<file path="src/rtl/request_unit_pkg.sv">
// request_unit_pkg: shared types and defaults for the memory request unit.
// Optional feature macro REQ_TIMEOUT_EN is consumed by request_unit_if and request_unit.
package request_unit_pkg;

   localparam int unsigned CNT_W_DEF          = 32;
   localparam int unsigned TIMEOUT_CYCLES_DEF = 1024;

   typedef enum logic [1:0] {
      IDLE   = 2'd0,
      DREQ   = 2'd1,
      DRAIN  = 2'd2,
      HALTED = 2'd3
   } req_state_t;

endpackage

</file>
<file path="src/rtl/request_unit_if.sv">
// request_unit_if: pipeline/hazard-side view of the memory request unit.
// With REQ_TIMEOUT_EN defined, the sticky req_timeout flag is added.
interface request_unit_if
   import request_unit_pkg::*;
#(
   parameter int unsigned CNT_W = CNT_W_DEF
);
   logic             load_MEM;
   logic             dREN_EX;
   logic             dWEN_EX;
   logic             halt_EX;
   logic             ihit;
   logic             dhit;
   logic             imemREN;
   logic             dmemREN;
   logic             dmemWEN;
   logic             halt;
   logic             req_err;
   logic [CNT_W-1:0] dwait_cnt;
`ifdef REQ_TIMEOUT_EN
   logic             req_timeout;
`endif

   modport ru (
      input  load_MEM, dREN_EX, dWEN_EX, halt_EX, ihit, dhit,
`ifdef REQ_TIMEOUT_EN
      output req_timeout,
`endif
      output imemREN, dmemREN, dmemWEN, halt, req_err, dwait_cnt
   );

   modport tb (
      output load_MEM, dREN_EX, dWEN_EX, halt_EX, ihit, dhit,
`ifdef REQ_TIMEOUT_EN
      input  req_timeout,
`endif
      input  imemREN, dmemREN, dmemWEN, halt, req_err, dwait_cnt
   );

endinterface

</file>
<file path="src/rtl/request_unit_timeout_counter.sv">
// req_timeout_counter: reloadable down-counter; expired_c pulses on the tick
// that consumes the last remaining cycle.
module req_timeout_counter #(
   parameter int unsigned LIMIT = 1024
) (
   input  logic clk,
   input  logic rst,
   input  logic reload,
   input  logic tick,
   output logic expired_c
);
   localparam int unsigned TW = $clog2(LIMIT + 1);

   logic [TW-1:0] remain_q;

   // Reload takes priority; ticks count down and stop at zero.
   always_ff @(posedge clk) begin
      if (rst) begin
         remain_q <= '0;
      end else if (reload) begin
         remain_q <= TW'(LIMIT);
      end else if (tick && remain_q != '0) begin
         remain_q <= remain_q - TW'(1);
      end
   end

   assign expired_c = tick && (remain_q == TW'(1));

endmodule

</file>
<file path="src/rtl/request_unit.sv">
// request_unit: data/instruction memory request generator with halt tracking.
// Define REQ_TIMEOUT_EN to add the req_timeout flag and its timer.
module request_unit
   import request_unit_pkg::*;
#(
   parameter int unsigned CNT_W          = CNT_W_DEF,
   parameter int unsigned TIMEOUT_CYCLES = TIMEOUT_CYCLES_DEF
) (
   input logic        CLK,
   input logic        RST,
   request_unit_if.ru bus
);
   req_state_t       state_q;
   logic             imem_ren_q;
   logic             dmem_ren_q;
   logic             dmem_wen_q;
   logic             halt_q;
   logic             req_err_q;
   logic [CNT_W-1:0] dwait_q;

   logic mem_op_c;
   logic busy_c;
   logic issue_c;
   logic halt_ld_c;
   logic unused_c;

   assign mem_op_c  = bus.load_MEM & (bus.dREN_EX | bus.dWEN_EX);
   assign halt_ld_c = bus.load_MEM & bus.halt_EX;
   assign busy_c    = (state_q == DREQ) || (state_q == DRAIN);
   assign issue_c   = mem_op_c & ((state_q == IDLE) | ((state_q == DREQ) & bus.dhit));
   assign unused_c  = ^{bus.ihit, TIMEOUT_CYCLES[0]};

   // Request FSM with registered strobes, halt, error flag and wait counter.
   always_ff @(posedge CLK) begin
      if (RST) begin
         state_q    <= IDLE;
         imem_ren_q <= 1'b1;
         dmem_ren_q <= 1'b0;
         dmem_wen_q <= 1'b0;
         halt_q     <= 1'b0;
         req_err_q  <= 1'b0;
         dwait_q    <= '0;
      end else begin
         if (busy_c && !bus.dhit && dwait_q != '1) begin
            dwait_q <= dwait_q + CNT_W'(1);
         end
         if (issue_c) begin
            state_q    <= DREQ;
            dmem_wen_q <= bus.dWEN_EX;
            dmem_ren_q <= ~bus.dWEN_EX;
            if (bus.dREN_EX && bus.dWEN_EX) begin
               req_err_q <= 1'b1;
            end
         end else begin
            case (state_q)
               IDLE: begin
                  if (halt_ld_c) begin
                     state_q    <= HALTED;
                     halt_q     <= 1'b1;
                     imem_ren_q <= 1'b0;
                  end
               end
               DREQ: begin
                  if (bus.dhit) begin
                     dmem_ren_q <= 1'b0;
                     dmem_wen_q <= 1'b0;
                     if (halt_ld_c) begin
                        state_q    <= HALTED;
                        halt_q     <= 1'b1;
                        imem_ren_q <= 1'b0;
                     end else begin
                        state_q <= IDLE;
                     end
                  end else if (halt_ld_c) begin
                     state_q <= DRAIN;
                  end
               end
               DRAIN: begin
                  if (bus.dhit) begin
                     state_q    <= HALTED;
                     dmem_ren_q <= 1'b0;
                     dmem_wen_q <= 1'b0;
                     halt_q     <= 1'b1;
                     imem_ren_q <= 1'b0;
                  end
               end
               HALTED: begin
               end
               default: begin
                  state_q <= IDLE;
               end
            endcase
         end
      end
   end

   assign bus.imemREN   = imem_ren_q;
   assign bus.dmemREN   = dmem_ren_q;
   assign bus.dmemWEN   = dmem_wen_q;
   assign bus.halt      = halt_q;
   assign bus.req_err   = req_err_q;
   assign bus.dwait_cnt = dwait_q;

`ifdef REQ_TIMEOUT_EN
   logic expired_c;
   logic timeout_q;

   req_timeout_counter #(
      .LIMIT (TIMEOUT_CYCLES)
   ) u_timeout (
      .clk       (CLK),
      .rst       (RST),
      .reload    (issue_c),
      .tick      (busy_c & ~bus.dhit),
      .expired_c (expired_c)
   );

   // Sticky timeout flag; the request itself stays asserted.
   always_ff @(posedge CLK) begin
      if (RST) begin
         timeout_q <= 1'b0;
      end else if (expired_c) begin
         timeout_q <= 1'b1;
      end
   end

   assign bus.req_timeout = timeout_q;
`endif

endmodule

</file>
<file path="src/flat_wrapper.sv">
// flat-port wrapper written by rule: the top's interface ports become plain ports
module request_unit_flat import request_unit_pkg::*;
#(
   parameter int unsigned CNT_W          = CNT_W_DEF,
   parameter int unsigned TIMEOUT_CYCLES = TIMEOUT_CYCLES_DEF
)
  (CLK, RST, bus_load_MEM, bus_dREN_EX, bus_dWEN_EX, bus_halt_EX, bus_ihit, bus_dhit, bus_imemREN, bus_dmemREN, bus_dmemWEN, bus_halt, bus_req_err, bus_dwait_cnt);
  request_unit_if #(.CNT_W(CNT_W)) bus_i ();
  input logic CLK;
  input logic RST;
  input wire logic [$bits(bus_i.load_MEM)-1:0] bus_load_MEM;
  input wire logic [$bits(bus_i.dREN_EX)-1:0] bus_dREN_EX;
  input wire logic [$bits(bus_i.dWEN_EX)-1:0] bus_dWEN_EX;
  input wire logic [$bits(bus_i.halt_EX)-1:0] bus_halt_EX;
  input wire logic [$bits(bus_i.ihit)-1:0] bus_ihit;
  input wire logic [$bits(bus_i.dhit)-1:0] bus_dhit;
  output wire logic [$bits(bus_i.imemREN)-1:0] bus_imemREN;
  output wire logic [$bits(bus_i.dmemREN)-1:0] bus_dmemREN;
  output wire logic [$bits(bus_i.dmemWEN)-1:0] bus_dmemWEN;
  output wire logic [$bits(bus_i.halt)-1:0] bus_halt;
  output wire logic [$bits(bus_i.req_err)-1:0] bus_req_err;
  output wire logic [$bits(bus_i.dwait_cnt)-1:0] bus_dwait_cnt;
  assign bus_i.load_MEM = bus_load_MEM;
  assign bus_i.dREN_EX = bus_dREN_EX;
  assign bus_i.dWEN_EX = bus_dWEN_EX;
  assign bus_i.halt_EX = bus_halt_EX;
  assign bus_i.ihit = bus_ihit;
  assign bus_i.dhit = bus_dhit;
  assign bus_imemREN = bus_i.imemREN;
  assign bus_dmemREN = bus_i.dmemREN;
  assign bus_dmemWEN = bus_i.dmemWEN;
  assign bus_halt = bus_i.halt;
  assign bus_req_err = bus_i.req_err;
  assign bus_dwait_cnt = bus_i.dwait_cnt;
  request_unit #(.CNT_W(CNT_W), .TIMEOUT_CYCLES(TIMEOUT_CYCLES)) u_core (.CLK(CLK), .RST(RST), .bus(bus_i));
endmodule
</file>
<file path="config.mk">
export PLATFORM = sky130hd
export DESIGN_NAME = request_unit_flat
export DESIGN_NICKNAME = d
export VERILOG_FILES = /design/src/rtl/request_unit_pkg.sv /design/src/rtl/request_unit_if.sv /design/src/rtl/request_unit_timeout_counter.sv /design/src/rtl/request_unit.sv /design/src/flat_wrapper.sv
export SDC_FILE = /design/constraint.sdc
export NUM_CORES = 1
export LEC_CHECK = 0
export CORE_MARGIN = 5
export CORE_UTILIZATION = 46
export DETAILED_ROUTE_END_ITERATION = 10
export PLACE_DENSITY = 0.84
export SLEW_MARGIN = 40
export SYNTH_ARGS = -nofsm -noshare
export SYNTH_HDL_FRONTEND = slang
export SYNTH_HIERARCHICAL = 1
export SYNTH_SLANG_ARGS = --single-unit
</file>
<file path="constraint.sdc">
create_clock -name CLK -period 2.2 [get_ports CLK]
set_clock_uncertainty 0.05 [all_clocks]
set_input_delay 0.44 -clock CLK [delete_from_list [all_inputs] [get_ports CLK]]
set_output_delay 0.44 -clock CLK [all_outputs]
set_load 0.01 [all_outputs]
</file>
# Word-level counts from Yosys, hierarchy flattened
# Cells that the tools add are included.
[totals]
word_cells = 62
out_inout_bits = 37
in_bits = 8
regBits = 39
[classes]
n_eq_ne = 10
reduce_logical = 17
n_addsub = 1
mux = 18
bitwise_logic = 8
[op_table]
columns = ["operator", "n"]
rows = [
  ["32-bit by 1-bit adder with 32-bit output, second input constant", 1],
  ["32-bit != test, second input constant", 1],
  ["4-bit AND reduction", 3],
  ["1-bit 2-to-1 mux", 10],
  ["2-bit 2-to-1 mux", 5],
  ["3-bit by 2-bit != test with 1-bit output, second input constant", 2],
  ["1-bit one-hot mux with 3 select lines", 2],
  ["2-bit one-hot mux with 3 select lines", 1],
  ["1-bit AND", 4],
  ["2-bit != test, second input constant", 2],
  ["4-bit by 2-bit != test with 1-bit output, second input constant", 1],
  ["2-bit AND reduction", 2],
  ["2-bit nonzero test", 2],
  ["4-bit nonzero test", 1],
  ["2-bit OR reduction", 2],
  ["1-bit logical AND", 3],
  ["3-bit by 1-bit != test with 1-bit output, second input constant", 1],
  ["3-bit nonzero test", 1],
  ["2-bit by 1-bit equality test with 1-bit output, second input constant", 1],
  ["2-bit equality test, second input constant", 1],
  ["2-bit zero test", 1],
  ["2-bit by 1-bit != test with 1-bit output, second input constant", 1],
  ["1-bit inverter", 2],
  ["1-bit bitwise OR", 2],
  ["other kinds (2)", 2],
]

# Longest topological paths before layout
# Gate-level depths: netlist of run 1.
[depth]
word_depth = 6
depth_mapped = 8
depth_no_buf = 7

# Worst setup path after synthesis of run 1
# No wires, ideal clock.
[synth_timing]
path_kind = "register to register"
start = "reg u_core.state_q[0]"
end = "reg u_core.dwait_q[12], in the netlist u_core/bus.dwait_cnt[12]"
synth_period_minus_slack_ns = 2.323
arrival_ns = 2.152
path_buffers = 1
stages_incl_launch_ff = 9
setup_slack_ns = -0.123
setup_ns = 0.121
required_time_ns = 2.029
cell_sequence = "dfxtp_1 > inv_1 > ha_1 > nand2b_4 > or4_1 > buf_2 > a31oi_4 > nand3_1 > mux2_4"
[synth_via]
elab_chain_len = 4
word_cells_on_any_way = 5
classes_between = "2 x eq/ne; 3 x reduce/logical"
[synth_rtl]
columns = ["element", "line", "text"]
rows = [
  ["start: declaration", "request_unit.sv:13", "req_state_t state_q;"],
  ["start signal: assignment", "request_unit.sv:36", "state_q <= IDLE;"],
  ["start signal: assignment", "request_unit.sv:48", "state_q <= DREQ;"],
  ["start signal: assignment", "request_unit.sv:58", "state_q <= HALTED;"],
  ["2-bit by 1-bit equality test with 1-bit output / 2-bit equality test (equally long branches)", "request_unit.sv:29", "assign busy_c = (state_q == DREQ) || (state_q == DRAIN);"],
  ["1-bit logical OR *", "request_unit.sv:29", ""],
  ["1-bit logical AND * (2 in a row)", "request_unit.sv:44", "if (busy_c && !bus.dhit && dwait_q != '1) begin"],
  ["end signal: assignment", "request_unit.sv:45", "dwait_q <= dwait_q + CNT_W'(1);"],
  ["end: declaration", "request_unit.sv:19", "logic [CNT_W-1:0] dwait_q;"],
]
# Mark *: on every way between the ends. The rest lies on a longest branch, timed or not.
# A chain may end at the register's enable or synchronous reset.

# Worst setup path after layout of run 1
[layout_timing]
start = "reg u_core.state_q[0]"
end = "reg u_core.dwait_q[28], in the netlist u_core/bus.dwait_cnt[28]"
# Same word-level chain as after synthesis.

==> out/results.tsv, run 1 <==
stage	metric	value	unit
status	status	completed	
run	max-cap violations	0	
cts	buffer depth of the longest clock path	2	
logic_synthesis	top cell type's share of synthesized area	36.9	%
critical_path	cell chain of the critical path	inv_2 > ha_4 > nand2b_4 > or4_4 > buf_6 > nor4_2 > xnor2_1 > nor2_1	
critical_path	reg2reg start	u_core/state_q[0]	
critical_path	crit path capture type	flop	
critical_path	element type at the critical path start	flop	
place	Place WS	-381	ps
logic_synthesis	ys async rst share	0	%
logic_synthesis	#FFs+latches synth	39	
floorplanning	Die Area	0.00606	sq mm
sta	Hold Fails Final Rpt	0	
critical_path	slowest stage cell, crit path	or4_4	
global_route	first-pass GRT wire length	9400	um
critical_path	critical path class	flop to flop	
min_path	Hold Path Class	flop to flop	
place	Detailed Place HPWL	3990	um
sta	Fmax	0.473	GHz
power_and_ir_drop	Pleak	1.10	nW
critical_path	Critical Path RT	2340	ps
critical_path	Setup crit start	u_core/state_q[0]	
sta	final max-slew violation count	0	
drt	DR iter-0 viols	101	
critical_path	CP Buf/Inv Count	2	
floorplanning	Die W	77.9	um
sta	Tcrit/Tclk final	96.1	%
drt	WL per Instance	14.5	um
drt	Routed Antenna Nets	0	
cts	Clock Latency Late Sink	290	ps
drt	routed via count	2186	
cts	Reg clk slew, reported paths	80	ps
sta	Slew headroom	71.4	%
logic_synthesis	Post-synth EDFFs	0	
cts	Clock Root Buffer	clkbuf_8	
critical_path	Reg2Reg Setup Slack	80	ps
place	Port Buffers	43	
cts	postcts setup bufs	0	
logic_synthesis	Post-Syn Area per Cell	8.41	sq um
finish	# diodes	0	
critical_path	Critical Path End	u_core/bus.dwait_cnt[28]	
floorplanning	Initial Util	48.0	%
cts	TritonCTS clock tree	built	
drt	Pre-Repair DR Iteration Count	4	
critical_path	critical path's top delay family	simple AND/OR/NAND/NOR gates	
critical_path	Crit Path Max Fanout	7	
floorplanning	I/O pin count	45	
logic_synthesis	Synth Flop Type	dfxtp_1	
sta	Final WS setup	84.9	ps
critical_path	CP arrival	2250	ps
finish	area delta synth->final	42.3	%
drt	Avg Vias per Cell	5.77	
finish	layout cells sized above 1	20.5	%
sta	minimum clock period	2120	ps
drt	DR DRC count	0	
logic_synthesis	post-synth cell types	44	
logic_synthesis	Synth Instances	252	
critical_path	crit-path max cell delay	570	ps
logic_synthesis	Warnings, synthesis	6	
floorplanning	total core area	0.00441	sq mm
logic_synthesis	Seq/Total Area, Yosys	36.9	%
critical_path	FF-to-FF End	u_core/bus.dwait_cnt[28]	
cts	H-tree depth	2	
critical_path	cell depth of the worst flop-to-flop path	8	
place	RD Place Congestion	0.846	
global_route	largest net degree at the start of global routing	46	
floorplanning	num rows	24	
cts	Post-CTS Hold Buffers	0	
logic_synthesis	Yosys top cell by area	dfxtp_1	
finish	fill count	354	
floorplanning	die height	77.9	um
global_route	total gr overflow	0	
logic_synthesis	Synth Cell Area	0.00212	sq mm
sta	Final setup viols	0	
global_route	vias in the first global route	2102	
sta	Slew @ Worst Pin	428	ps
global_route	initial antenna violation count	0	
cts	TritonCTS Buffers	5	
logic_synthesis	Syn Nets	266	
critical_path	Crit path depth	8	
global_route	all-layer global routing usage	18.4	%
cts	Clock Sinks	39	
finish	Util after Layout	68.3	%
drt	WL final	5480	um
power_and_ir_drop	PwrDens	678	mW/mm^2
logic_synthesis	largest cells by area after synthesis	dfxtp_1 37%, a21oi_1 5.2%, nor2_1 4.6%	
power_and_ir_drop	Peak VDD IR	0.402	mV
finish	fin nets	340	
==> power by group <==
part           internal [W]  switching [W]
combinational      0.000322       0.000310
clock              0.000367       0.000252
sequential         0.000761      0.0000307
total               0.00145       0.000593
==> worst min path at each step <==
stage	startpoint	to	slack, ps	cells past startpoint
2_1_floorplan	u_core/bus.halt	u_core/bus.halt	420	2
3_3_place_gp	u_core/bus.halt	u_core/bus.halt	380	2
3_5_place_dp	u_core/bus.halt	u_core/bus.halt	400	2
4_1_cts	u_core/bus.halt	u_core/bus.halt	410	2
5_1_grt	u_core/bus.imemREN	u_core/bus.imemREN	440	1
6_report	u_core/bus.halt	u_core/bus.halt	400	2
==> cells by family after synthesis <==
| family | after synthesis | share of synthesized area [%] |
|---|---|---|
| compound gates | 62 | 19.1 |
| xor+xnor | 10 | 4.13 |
| buf+inv | 20 | 4.43 |
| fa+ha+maj | 6 | 3.54 |
| flops | 39 | 36.9 |
| mux | 4 | 2.48 |
| simple gates | 111 | 29.4 |
==> placed cells by master, fill, tap and decap left out, types with 2 or more instances in the layout <==
master           instances
clkdlybuf4s50_1         42
dfxtp_1                 37
buf_4                   34
nor2_1                  26
a21oi_1                 22
nand2_1                 17
o21ai_0                 17
nand3_1                 11
or3_1                   11
xnor2_1                 10
nand4_1                  7
clkbuf_8                 6
inv_1                    6
and4_1                   5
nor3_1                   5
a31oi_1                  5
o31ai_1                  5
ha_1                     5
nor2b_1                  4
and2_1                   3
and3_1                   3
or4_1                    3
nor4_1                   3
inv_2                    2
or4_4                    2
nor4_4                   2
nand2b_1                 2
a31o_2                   2
mux2_4                   2
mux2_2                   2
nor4_2                   2
a211oi_1                 2
dfxtp_2                  2
==> area by class of cell <==
type	count	area, sq um	area share [%]
clock buffers	6	82.6	2.74
clock inverters	2	35.0	1.16
inverters	8	30.0	0.996
multi-input cells	193	1300	43.1
flip-flops and latches	39	783	26.0
well taps	52	65.1	2.16
repair buffers	79	719	23.9
==> synthesized netlist by cell type, types with 6 or more instances <==
cell / count
or3_1: 11
o21ai_0: 17
nor4_1: 6
nand4_1: 7
nand2_1: 17
xnor2_1: 10
inv_1: 8
dfxtp_1: 39
nand3_1: 12
nor2_1: 26
ha_1: 6
a21oi_1: 22
==> worst reg2reg max path, cell delays in order (launching register included) <==
cell,delay [ps]
dfxtp_2,340
inv_2,60
ha_4,280
nand2b_4,50
or4_4,570
buf_6,170
nor4_2,280
xnor2_1,170
nor2_1,60
==> per-stage QoR <==
step / cell area [sq um] / hold slack [ps] / instances / total power [W] / setup TNS (ps)
2_1_floorplan: 2140 / 420 / 252 / 0.00120 / 0
3_3_place_gp: 2850 / 384 / 371 / 0.00142 / -3750
3_5_place_dp: 2850 / 396 / 371 / 0.00144 / -4640
4_1_cts: 2990 / 408 / 379 / 0.00205 / 0
5_1_grt: 3010 / 436 / 379 / 0.00215 / -1.03
6_report: 3010 / 403 / 379 / 0.00204 / 0
==> state kept, by name, indices dropped and copies added (netlist names) <==
register and count:
u_core/state_q 2, u_core/bus.dmemREN 1, u_core/bus.req_err 1, u_core/bus.dwait_cnt 32, u_core/bus.halt 1, u_core/bus.imemREN 1, u_core/bus.dmemWEN 1
==> routing by layer <==
layer	track usage (%)	up-vias	wire length [um]
met4	3.09	0	23
met5	0	-	0
li1	-	1075	-
met3	4.51	3	356
met1	23.9	1029	2520
met2	31.2	79	2580
==> what timing repair did <==
item	CTS	global route
gates resized for setup	4	4
pin swaps	0	1
setup endpoints to repair	4	9
Note: power is estimated with default switching activity, not from simulation.
==> run 2, diff against run 1 <==
--- a/config.mk
+++ b/config.mk
@@ -7,6 +7,7 @@
 export LEC_CHECK = 0
 export CORE_MARGIN = 5
 export CORE_UTILIZATION = 46
+export CTS_CLUSTER_SIZE = 25
 export DETAILED_ROUTE_END_ITERATION = 10
 export PLACE_DENSITY = 0.84
 export SLEW_MARGIN = 40
==> results of run 2 <==
No change in the layout: final DEF, timing and power equal those of run 1.
==> run 3, diff against run 2 <==
--- a/config.mk
+++ b/config.mk
@@ -9,6 +9,7 @@
 export CORE_UTILIZATION = 46
 export CTS_CLUSTER_SIZE = 25
 export DETAILED_ROUTE_END_ITERATION = 10
+export HOLD_SLACK_MARGIN = 0.1
 export PLACE_DENSITY = 0.84
 export SLEW_MARGIN = 40
 export SYNTH_ARGS = -nofsm -noshare
==> results of run 3 <==
No change in the layout: final DEF, timing and power equal those of run 1.
